--- config.mk ---
export PLATFORM = sky130hd
export DESIGN_NAME = alu_unit_flat
export DESIGN_NICKNAME = d
export VERILOG_FILES = /design/src/rtl/alu_unit_if.sv /design/src/rtl/alu_unit.sv /design/src/flat_wrapper.sv
export SDC_FILE = /design/constraint.sdc
export NUM_CORES = 1
export LEC_CHECK = 0
export ABC_AREA = 1
export CORE_AREA = 2 2 215 217
export DETAILED_ROUTE_END_ITERATION = 16
export DIE_AREA = 0 0 217 219
export PLACE_DENSITY_LB_ADDON = 0.2
export SYNTH_ARGS = -nofsm -noshare
export SYNTH_HDL_FRONTEND = slang
export SYNTH_SLANG_ARGS = --single-unit
--- constraint.sdc ---
create_clock -name clk_in -period 1.8 [get_ports clk_in]
set_input_delay 0.18 -clock clk_in [delete_from_list [all_inputs] [get_ports clk_in]]
set_output_delay 0.18 -clock clk_in [all_outputs]
set_load 0.005 [all_outputs]
--- src/rtl/alu_unit_if.sv ---
// Dispatch/result bus between the reservation station and the ALU execution stage.
interface alu_unit_if #(
   parameter int unsigned ROB_BIT = 5
);
   logic [6:0]         alu_op;
   logic [31:0]        Vi;
   logic [31:0]        Vj;
   logic [31:0]        imm;
   logic [ROB_BIT-1:0] rd;
   logic [31:0]        pc;
   logic               alu_busy;
   logic               rs_ready;
   logic [ROB_BIT-1:0] rs_ROB_id;
   logic [31:0]        rs_val;
   logic               br_valid;
   logic               br_taken;
   logic [31:0]        br_target;

   modport master (
      output alu_op, Vi, Vj, imm, rd, pc,
      input  alu_busy, rs_ready, rs_ROB_id, rs_val, br_valid, br_taken, br_target
   );

   modport slave (
      input  alu_op, Vi, Vj, imm, rd, pc,
      output alu_busy, rs_ready, rs_ROB_id, rs_val, br_valid, br_taken, br_target
   );
endinterface

--- src/rtl/alu_unit.sv ---
// Integer/branch/jump execution stage with a registered result broadcast.
// Optional iterative 32-cycle multiplier enabled by defining ALU_MUL_EN.
module alu_unit #(
   parameter int unsigned ROB_BIT = 5
) (
   input  logic     clk_in,
   input  logic     rst_in,
   input  logic     rdy_in,
   input  logic     clear_flag,
   alu_unit_if.slave bus
);
   localparam int unsigned XLEN  = 32;
   localparam int unsigned PW    = 2 * XLEN;
   localparam int unsigned CNT_W = 5;
   localparam logic [2:0] CLS_OP     = 3'd1;
   localparam logic [2:0] CLS_OPIMM  = 3'd2;
   localparam logic [2:0] CLS_BRANCH = 3'd3;
   localparam logic [2:0] CLS_UPPER  = 3'd4;
   localparam logic [2:0] CLS_MULDIV = 3'd5;
   localparam logic [2:0] CLS_JAL    = 3'd6;
   localparam logic [2:0] CLS_JALR   = 3'd7;

   logic [2:0] cls;
   logic [2:0] f3;
   logic       alt;
   assign cls = bus.alu_op[2:0];
   assign f3  = bus.alu_op[5:3];
   assign alt = bus.alu_op[6];

   logic               rs_ready_q, rs_ready_d;
   logic [ROB_BIT-1:0] rs_rob_id_q, rs_rob_id_d;
   logic [XLEN-1:0]    rs_val_q, rs_val_d;
   logic               br_valid_q, br_valid_d;
   logic               br_taken_q, br_taken_d;
   logic [XLEN-1:0]    br_target_q, br_target_d;

   logic [XLEN-1:0] op2, res, target;
   logic [4:0]      shamt;
   logic            is_br, taken;

   // Single-cycle result for the op currently on the bus
   always_comb begin
      op2    = (cls == CLS_OPIMM) ? bus.imm : bus.Vj;
      shamt  = op2[4:0];
      res    = '0;
      target = '0;
      is_br  = 1'b0;
      taken  = 1'b0;
      case (cls)
         CLS_OP, CLS_OPIMM: begin
            case (f3)
               3'b000:  res = (alt && cls == CLS_OP) ? bus.Vi - op2 : bus.Vi + op2;
               3'b001:  res = bus.Vi << shamt;
               3'b010:  res = XLEN'($signed(bus.Vi) < $signed(op2));
               3'b011:  res = XLEN'(bus.Vi < op2);
               3'b100:  res = bus.Vi ^ op2;
               3'b101:  res = alt ? XLEN'($signed(bus.Vi) >>> shamt) : bus.Vi >> shamt;
               3'b110:  res = bus.Vi | op2;
               default: res = bus.Vi & op2;
            endcase
         end
         CLS_BRANCH: begin
            is_br  = 1'b1;
            target = bus.pc + bus.imm;
            case (f3)
               3'b000:  taken = (bus.Vi == bus.Vj);
               3'b001:  taken = (bus.Vi != bus.Vj);
               3'b100:  taken = ($signed(bus.Vi) < $signed(bus.Vj));
               3'b101:  taken = ($signed(bus.Vi) >= $signed(bus.Vj));
               3'b110:  taken = (bus.Vi < bus.Vj);
               3'b111:  taken = (bus.Vi >= bus.Vj);
               default: taken = 1'b0;
            endcase
            res = XLEN'(taken);
         end
         CLS_UPPER: res = (f3[0] ? bus.pc : '0) + bus.imm;
         CLS_JAL: begin
            is_br  = 1'b1;
            taken  = 1'b1;
            res    = bus.pc + XLEN'(4);
            target = bus.pc + bus.imm;
         end
         CLS_JALR: begin
            is_br  = 1'b1;
            taken  = 1'b1;
            res    = bus.pc + XLEN'(4);
            target = (bus.Vi + bus.imm) & ~XLEN'(1);
         end
         default: ;
      endcase
   end

`ifdef ALU_MUL_EN
   typedef enum logic {IDLE = 1'b0, MUL = 1'b1} state_e;
   state_e             state_q, state_d;
   logic [CNT_W-1:0]   cnt_q, cnt_d;
   logic [PW-1:0]      mcand_q, mcand_d, prod_q, prod_d, prod_sum, prod_fix;
   logic [XLEN-1:0]    mplr_q, mplr_d, abs_a, abs_b;
   logic               neg_q, neg_d, hi_q, hi_d, sgn_a, sgn_b;
   logic [ROB_BIT-1:0] tag_q, tag_d;

   assign bus.alu_busy = (state_q == MUL);
`else
   assign bus.alu_busy = 1'b0;
`endif

   // Next-state: clear beats everything, rdy_in low freezes everything
   always_comb begin
      rs_ready_d  = rs_ready_q;
      rs_rob_id_d = rs_rob_id_q;
      rs_val_d    = rs_val_q;
      br_valid_d  = br_valid_q;
      br_taken_d  = br_taken_q;
      br_target_d = br_target_q;
`ifdef ALU_MUL_EN
      state_d  = state_q;
      cnt_d    = cnt_q;
      mcand_d  = mcand_q;
      mplr_d   = mplr_q;
      prod_d   = prod_q;
      neg_d    = neg_q;
      hi_d     = hi_q;
      tag_d    = tag_q;
      prod_sum = prod_q + (mplr_q[0] ? mcand_q : PW'(0));
      prod_fix = neg_q ? (~prod_sum + PW'(1)) : prod_sum;
      sgn_a    = (f3[1:0] != 2'b11);
      sgn_b    = ~f3[1];
      abs_a    = (sgn_a && bus.Vi[XLEN-1]) ? (~bus.Vi + XLEN'(1)) : bus.Vi;
      abs_b    = (sgn_b && bus.Vj[XLEN-1]) ? (~bus.Vj + XLEN'(1)) : bus.Vj;
`endif
      if (rdy_in) begin
         rs_ready_d  = 1'b0;
         rs_rob_id_d = '0;
         rs_val_d    = '0;
         br_valid_d  = 1'b0;
         br_taken_d  = 1'b0;
         br_target_d = '0;
         if (clear_flag) begin
`ifdef ALU_MUL_EN
            state_d = IDLE;
            cnt_d   = '0;
`endif
         end
`ifdef ALU_MUL_EN
         else if (state_q == MUL) begin
            prod_d  = prod_sum;
            mcand_d = mcand_q << 1;
            mplr_d  = mplr_q >> 1;
            cnt_d   = cnt_q + CNT_W'(1);
            if (cnt_q == CNT_W'(31)) begin
               state_d     = IDLE;
               cnt_d       = '0;
               rs_ready_d  = 1'b1;
               rs_rob_id_d = tag_q;
               rs_val_d    = hi_q ? prod_fix[PW-1:XLEN] : prod_fix[XLEN-1:0];
            end
         end else if (cls == CLS_MULDIV) begin
            state_d = MUL;
            cnt_d   = '0;
            prod_d  = '0;
            mcand_d = PW'(abs_a);
            mplr_d  = abs_b;
            neg_d   = (sgn_a & bus.Vi[XLEN-1]) ^ (sgn_b & bus.Vj[XLEN-1]);
            hi_d    = (f3[1:0] != 2'b00);
            tag_d   = bus.rd;
         end
`endif
         else if (bus.alu_op != '0) begin
            rs_ready_d  = 1'b1;
            rs_rob_id_d = bus.rd;
            rs_val_d    = res;
            br_valid_d  = is_br;
            br_taken_d  = taken;
            br_target_d = target;
         end
      end
   end

   always_ff @(posedge clk_in or negedge rst_in) begin
      if (!rst_in) begin
         rs_ready_q  <= 1'b0;
         rs_rob_id_q <= '0;
         rs_val_q    <= '0;
         br_valid_q  <= 1'b0;
         br_taken_q  <= 1'b0;
         br_target_q <= '0;
`ifdef ALU_MUL_EN
         state_q <= IDLE;
         cnt_q   <= '0;
         mcand_q <= '0;
         mplr_q  <= '0;
         prod_q  <= '0;
         neg_q   <= 1'b0;
         hi_q    <= 1'b0;
         tag_q   <= '0;
`endif
      end else begin
         rs_ready_q  <= rs_ready_d;
         rs_rob_id_q <= rs_rob_id_d;
         rs_val_q    <= rs_val_d;
         br_valid_q  <= br_valid_d;
         br_taken_q  <= br_taken_d;
         br_target_q <= br_target_d;
`ifdef ALU_MUL_EN
         state_q <= state_d;
         cnt_q   <= cnt_d;
         mcand_q <= mcand_d;
         mplr_q  <= mplr_d;
         prod_q  <= prod_d;
         neg_q   <= neg_d;
         hi_q    <= hi_d;
         tag_q   <= tag_d;
`endif
      end
   end

   assign bus.rs_ready  = rs_ready_q;
   assign bus.rs_ROB_id = rs_rob_id_q;
   assign bus.rs_val    = rs_val_q;
   assign bus.br_valid  = br_valid_q;
   assign bus.br_taken  = br_taken_q;
   assign bus.br_target = br_target_q;
endmodule

--- src/flat_wrapper.sv ---
// flat-port wrapper written by rule: the top's interface ports become plain ports
module alu_unit_flat 
#(
   parameter int unsigned ROB_BIT = 5
)
  (clk_in, rst_in, rdy_in, clear_flag, bus_alu_op, bus_Vi, bus_Vj, bus_imm, bus_rd, bus_pc, bus_alu_busy, bus_rs_ready, bus_rs_ROB_id, bus_rs_val, bus_br_valid, bus_br_taken, bus_br_target);
  alu_unit_if #(.ROB_BIT(ROB_BIT)) bus_i ();
  input  logic clk_in;
  input  logic rst_in;
  input  logic rdy_in;
  input  logic clear_flag;
  input wire logic [$bits(bus_i.alu_op)-1:0] bus_alu_op;
  input wire logic [$bits(bus_i.Vi)-1:0] bus_Vi;
  input wire logic [$bits(bus_i.Vj)-1:0] bus_Vj;
  input wire logic [$bits(bus_i.imm)-1:0] bus_imm;
  input wire logic [$bits(bus_i.rd)-1:0] bus_rd;
  input wire logic [$bits(bus_i.pc)-1:0] bus_pc;
  output wire logic [$bits(bus_i.alu_busy)-1:0] bus_alu_busy;
  output wire logic [$bits(bus_i.rs_ready)-1:0] bus_rs_ready;
  output wire logic [$bits(bus_i.rs_ROB_id)-1:0] bus_rs_ROB_id;
  output wire logic [$bits(bus_i.rs_val)-1:0] bus_rs_val;
  output wire logic [$bits(bus_i.br_valid)-1:0] bus_br_valid;
  output wire logic [$bits(bus_i.br_taken)-1:0] bus_br_taken;
  output wire logic [$bits(bus_i.br_target)-1:0] bus_br_target;
  assign bus_i.alu_op = bus_alu_op;
  assign bus_i.Vi = bus_Vi;
  assign bus_i.Vj = bus_Vj;
  assign bus_i.imm = bus_imm;
  assign bus_i.rd = bus_rd;
  assign bus_i.pc = bus_pc;
  assign bus_alu_busy = bus_i.alu_busy;
  assign bus_rs_ready = bus_i.rs_ready;
  assign bus_rs_ROB_id = bus_i.rs_ROB_id;
  assign bus_rs_val = bus_i.rs_val;
  assign bus_br_valid = bus_i.br_valid;
  assign bus_br_taken = bus_i.br_taken;
  assign bus_br_target = bus_i.br_target;
  alu_unit #(.ROB_BIT(ROB_BIT)) u_core (.clk_in(clk_in), .rst_in(rst_in), .rdy_in(rdy_in), .clear_flag(clear_flag), .bus(bus_i));
endmodule
==> results.json, run 1 <==
{
  "dieHeight_um": 219,
  "pre_cts_slack_ns": -1.995,
  "numCtsBuffers": 9,
  "ys_ff_latch": 72,
  "status": "aborted with a tool error",
  "synth_area_sq_um": 20080,
  "grt_pass1_wl_mm": 248.7,
  "finalWeightedCongestion": 1.087,
  "grt_usage": 0.6966,
  "die_w_um": 217,
  "start_util": 0.4454,
  "grt_pass1_vias": 39380,
  "grt_max_degree": 73,
  "syn_inst": 3709,
  "synth-edff-count": 0,
  "ys.flop_type": "dfrtp_1",
  "async_flop_share": 1.000,
  "stop_stage": "5_1_grt",
  "cts-root-buf": "clkbuf_16",
  "globalRouteOverflowTotal": 107,
  "clk_path_buf_depth": 2,
  "first-error": "[ERROR GRT-0116] Global routing finished with congestion. Check the congestion regions in the DRC Viewer.",
  "synth_fp_nets": 4072,
  "port-buffer-count": 215,
  "hpwlAfterDp_mm": 99.38,
  "num_io_pins": 217,
  "ys_warn_count": 0,
  "num_rows": 78,
  "postPlaceCellArea_sq_um": 31220,
  "place_inst": 5428,
  "synthDistinctLibCells": 59,
  "cts-htree-levels": 3,
  "avgSynthCellArea_sq_um": 5.414,
  "synth_seq_area_share": 0.08973,
  "clock_sinks": 72
}
cell usage after synthesis (12+ instances only):
| library cell | number | area share |
|---|---|---|
| nand3_1 | 337 | 0.084 |
| ha_1 | 215 | 0.13 |
| nand4_1 | 36 | 0.011 |
| buf_1 | 12 | 0.0022 |
| nor2_1 | 300 | 0.056 |
| nand3b_1 | 12 | 0.0045 |
| o22ai_1 | 15 | 0.0047 |
| a21oi_1 | 285 | 0.071 |
| o21a_1 | 20 | 0.0075 |
| dfrtp_1 | 72 | 0.090 |
| nand2_1 | 1099 | 0.21 |
| o21ai_0 | 290 | 0.072 |
| a211oi_1 | 13 | 0.0049 |
| xor2_1 | 19 | 0.0083 |
| o21bai_1 | 19 | 0.0071 |
| a31oi_1 | 26 | 0.0081 |
| a22o_1 | 18 | 0.0079 |
| buf_2 | 35 | 0.0087 |
| a21o_1 | 16 | 0.0060 |
| o211ai_1 | 29 | 0.011 |
| nor3_1 | 44 | 0.011 |
| o21ai_1 | 59 | 0.015 |
| inv_1 | 507 | 0.095 |
| clkbuf_1 | 78 | 0.015 |
| or2_2 | 22 | 0.0069 |
cell families after synthesis:
kind of cell / share of synthesized area
other: 0.0001867
multiplexers: 0.005483
XOR/XNOR: 0.01265
AND/OR/NAND/NOR: 0.3904
AO/OA/AOI/OAI: 0.2369
flip-flops: 0.08973
buffers and inverters: 0.1267
adder cells (fa/ha/maj): 0.1380
per-layer routing:
metal | overflow | track usage
met1 | 2 | 0.7035
met2 | 54 | 0.9232
met3 | 2 | 0.4721
met4 | 49 | 0.6957
met5 | 0 | 0.08646
through the flow:
step | hold WS (ns) | utilization
after floorplan | -0.1156 | -
after global placement | -0.001842 | 0.6924
after detailed placement | -0.0003459 | 0.6924
after CTS | 0.1385 | 0.8063
timing repair:
| item | 4_1_cts |
|---|---|
| setup buffers | 124 |
| setup endpoints to repair | 72 |
| gates resized for setup | 1302 |
| cloned | 7 |
| endpoints found under the hold margin | 72 |
| hold buffers | 1 |
| pin swaps | 329 |
==> run 2, diff against run 1 <==
--- a/config.mk
+++ b/config.mk
@@ -6,10 +6,10 @@
 export NUM_CORES = 1
 export LEC_CHECK = 0
 export ABC_AREA = 1
-export CORE_AREA = 2 2 215 217
+export CORE_AREA = 2 2 262 264
 export DETAILED_ROUTE_END_ITERATION = 16
-export DIE_AREA = 0 0 217 219
-export PLACE_DENSITY_LB_ADDON = 0.2
+export DIE_AREA = 0 0 264 266
+export PLACE_DENSITY_LB_ADDON = 0.15
 export SYNTH_ARGS = -nofsm -noshare
 export SYNTH_HDL_FRONTEND = slang
 export SYNTH_SLANG_ARGS = --single-unit
==> results.json, run 2 <==
{
  "finalWeightedCongestion": 1.028,
  "clk_path_buf_depth": 2,
  "synth_area_leader_cell": "nand2_1",
  "vdd_drop_max_uv": 421.3,
  "grt_pass1_vias": 30970,
  "slew-limit-headroom": 0.3229,
  "insertion_delay_ns": 0.38,
  "finalHoldViolations": 0,
  "nets": 5445,
  "synthTopCellsByCount": "1099 x nand2_1, 507 x inv_1, 337 x nand3_1",
  "finClkSkew_ns": 0,
  "port-buffer-count": 215,
  "syn_inst": 3709,
  "worstSetupStartpointType": "input pin",
  "grt_usage": 0.3553,
  "start_util": 0.2964,
  "synth_area_sq_um": 20080,
  "syn_to_final_growth_pct": 98.67,
  "final_antenna_net_count": 0,
  "worst_slew_pin_slew_ns": 1.016,
  "maxCapViolCount": 0,
  "synth_fp_nets": 4072,
  "async_flop_share": 1.000,
  "required_ns": 2.09,
  "ys.flop_type": "dfrtp_1",
  "violations": "negative setup slack",
  "timing.final.ws_setup_ns": -0.9820,
  "drt-wirelength-per-cell_um": 22.04,
  "dieHeight_um": 266,
  "power.density_nw_per_um2": 450.6,
  "final_cell_mix": "1088 x buf_4, 816 x nand2_1, 399 x inv_1",
  "drive_gt1_frac": 0.4883,
  "min_period_ns": 2.782,
  "num_io_pins": 217,
  "synth-edff-count": 0,
  "num_rows": 96,
  "firstDrtPassIters": 5,
  "place_inst": 5784,
  "cts-htree-levels": 3,
  "ys_warn_count": 0,
  "setup_viol": 60,
  "drt_iter0_drc": 2558,
  "drc_errors": 0,
  "status": "complete, but fails checks",
  "cp_data_arrival_time_ns": 3.07,
  "avgViaCountPerCell": 5.272,
  "layout_commonest_cell": "buf_4",
  "dieArea_sq_um": 70220,
  "avgSynthCellArea_sq_um": 5.414,
  "final_cell_area_sq_um": 39890,
  "hpwlAfterDp_mm": 106.6,
  "fin_setup_tns_ns": -36.20,
  "postPlaceCellArea_sq_um": 32160,
  "synth_seq_area_share": 0.08973,
  "globalRouteOverflowTotal": 0,
  "die_w_um": 264,
  "grt_pass1_wl_mm": 186.9,
  "end_kind": "register",
  "hold_class": "input pin to asynchronous set/reset pin",
  "numCtsBuffers": 9,
  "grt_max_degree": 73,
  "antenna_found_initial": 0,
  "clkTransAtPathRegs_ns": 0.10,
  "dr_total_vias": 31470,
  "ys_ff_latch": 72,
  "p_leak_nw": 19.86,
  "synthDistinctLibCells": 59,
  "finalCritPeriodShare": 1.546,
  "drv_slew": 0,
  "regToRegSetupSlack_ns": 1.04,
  "synth_top_cell_area_share": 0.2054,
  "yosys-top-cells-area": "nand2_1 21%, ha_1 13%, inv_1 9.5%",
  "rsz0062_at_grt": "true",
  "cts_tree": "done",
  "synth_most_common_cell": "nand2_1",
  "instances_no_fill": 5970,
  "critical_path.max_fanout": 8,
  "clock_sinks": 72,
  "fmax_ghz": 0.3595,
  "core_sq_um": 67750,
  "cts-root-buf": "clkbuf_16",
  "path_class": "input pin to register",
  "drt_wl_total_mm": 131.6,
  "total_power_mw": 17.98
}
## run 2: cell counts after synthesis
No cell type changed its count.
## run 2: cell type report
class | instances | area [sq um]
Multi-Input combinational cell | 2985 | 21850
Timing Repair Buffer | 1496 | 12800
Clock inverter | 6 | 92.59
Inverter | 518 | 2016
Fill cell | 6431 | 27850
Antenna cell | 1 | 2.502
Sequential cell | 72 | 1802
Clock buffer | 10 | 229.0
Tap cell | 882 | 1104
## run 2: final timing paths
kind,start,to,cells after the start
setup reg to reg,u_core.bus.rs_val[13],u_core.bus.rs_val[13],2
max in group asynchronous,rst_in,u_core.bus.br_taken,3
min in group clk_in,bus_pc[0],u_core.bus.br_target[0],4
setup / recovery,bus_alu_op[0],u_core.bus.rs_val[26],26
hold reg to reg,u_core.bus.rs_val[5],u_core.bus.rs_val[5],2
hold / removal,rst_in,u_core.bus.rs_val[20],2
## run 2: per-stage QoR
step	hold slack [ns]	utilization	setup WS (ns)
final	0.2447	0.5889	-0.9820
after global routing	0.2713	0.5889	-1.149
after CTS	0.2428	0.5376	-0.9388
after detailed placement	0.1412	0.4747	-2.071
after global placement	0.1425	0.4747	-2.038
after floorplan	-0.1156	-	-0.8335
## run 2: power by group
group | switching [mW] | internal (mW)
Clock | 1.04 | 1.23
Sequential | 0.0661 | 1.70
Combinational | 7.60 | 6.34
## run 2: metal layers
layer / routed length [um] / GRT usage / vias to the layer above
li1: - / - / 15080
met1: 53450 / 0.4390 / 14900
met2: 62240 / 0.6087 / 1183
met3: 8046 / 0.03974 / 307
met4: 7818 / 0.1840 / 0
met5: 0 / 0 / -
## run 2: logic make-up after synthesis
logic type	count (synthesis)	synth area share
muxes	11	0.005483
AOI/OAI and AO/OA	842	0.2369
DFF	72	0.08973
other	1	0.0001867
adders and majority gates	219	0.1380
and+or+nand+nor	1883	0.3904
buffers and inverters	652	0.1267
xor gates and xnor gates	29	0.01265
## run 2: critical path: stages
cell and delay, ns:
buf_6 0.10, nor2_4 0.12, nand2_4 0.13, buf_12 0.19, buf_8 0.16, o21ai_4 0.14
inv_2 0.08, ha_4 0.26, buf_6 0.12, buf_4 0.13, nor2_4 0.11, inv_2 0.08
nor2_4 0.09, inv_2 0.06, buf_4 0.14, o21a_4 0.20, nor3_2 0.19, nor3_2 0.08
nand3_1 0.08, nand3_1 0.09, nand2_1 0.07, nand2_1 0.06, nand2_1 0.07, nand2_1 0.05
nand2_1 0.05, nand2_1 0.05
## run 2: timing repair
action	CTS	global route
pin swaps	254	386
gates resized for setup	1018	907
gates cloned	2	3
hold buffers	1	0
buffers inserted	105	91
endpoints found under the setup margin	71	63
hold endpoints to repair	22	0
No activity file was read; power rests on OpenSTA's default activity.
==> run 3, diff against run 2 <==
--- a/config.mk
+++ b/config.mk
@@ -6,6 +6,7 @@
 export NUM_CORES = 1
 export LEC_CHECK = 0
 export ABC_AREA = 1
+export CAP_MARGIN = 20
 export CORE_AREA = 2 2 262 264
 export DETAILED_ROUTE_END_ITERATION = 16
 export DIE_AREA = 0 0 264 266
==> results of run 3 <==
Final layout, timing and power as in run 2 (identical DEF).
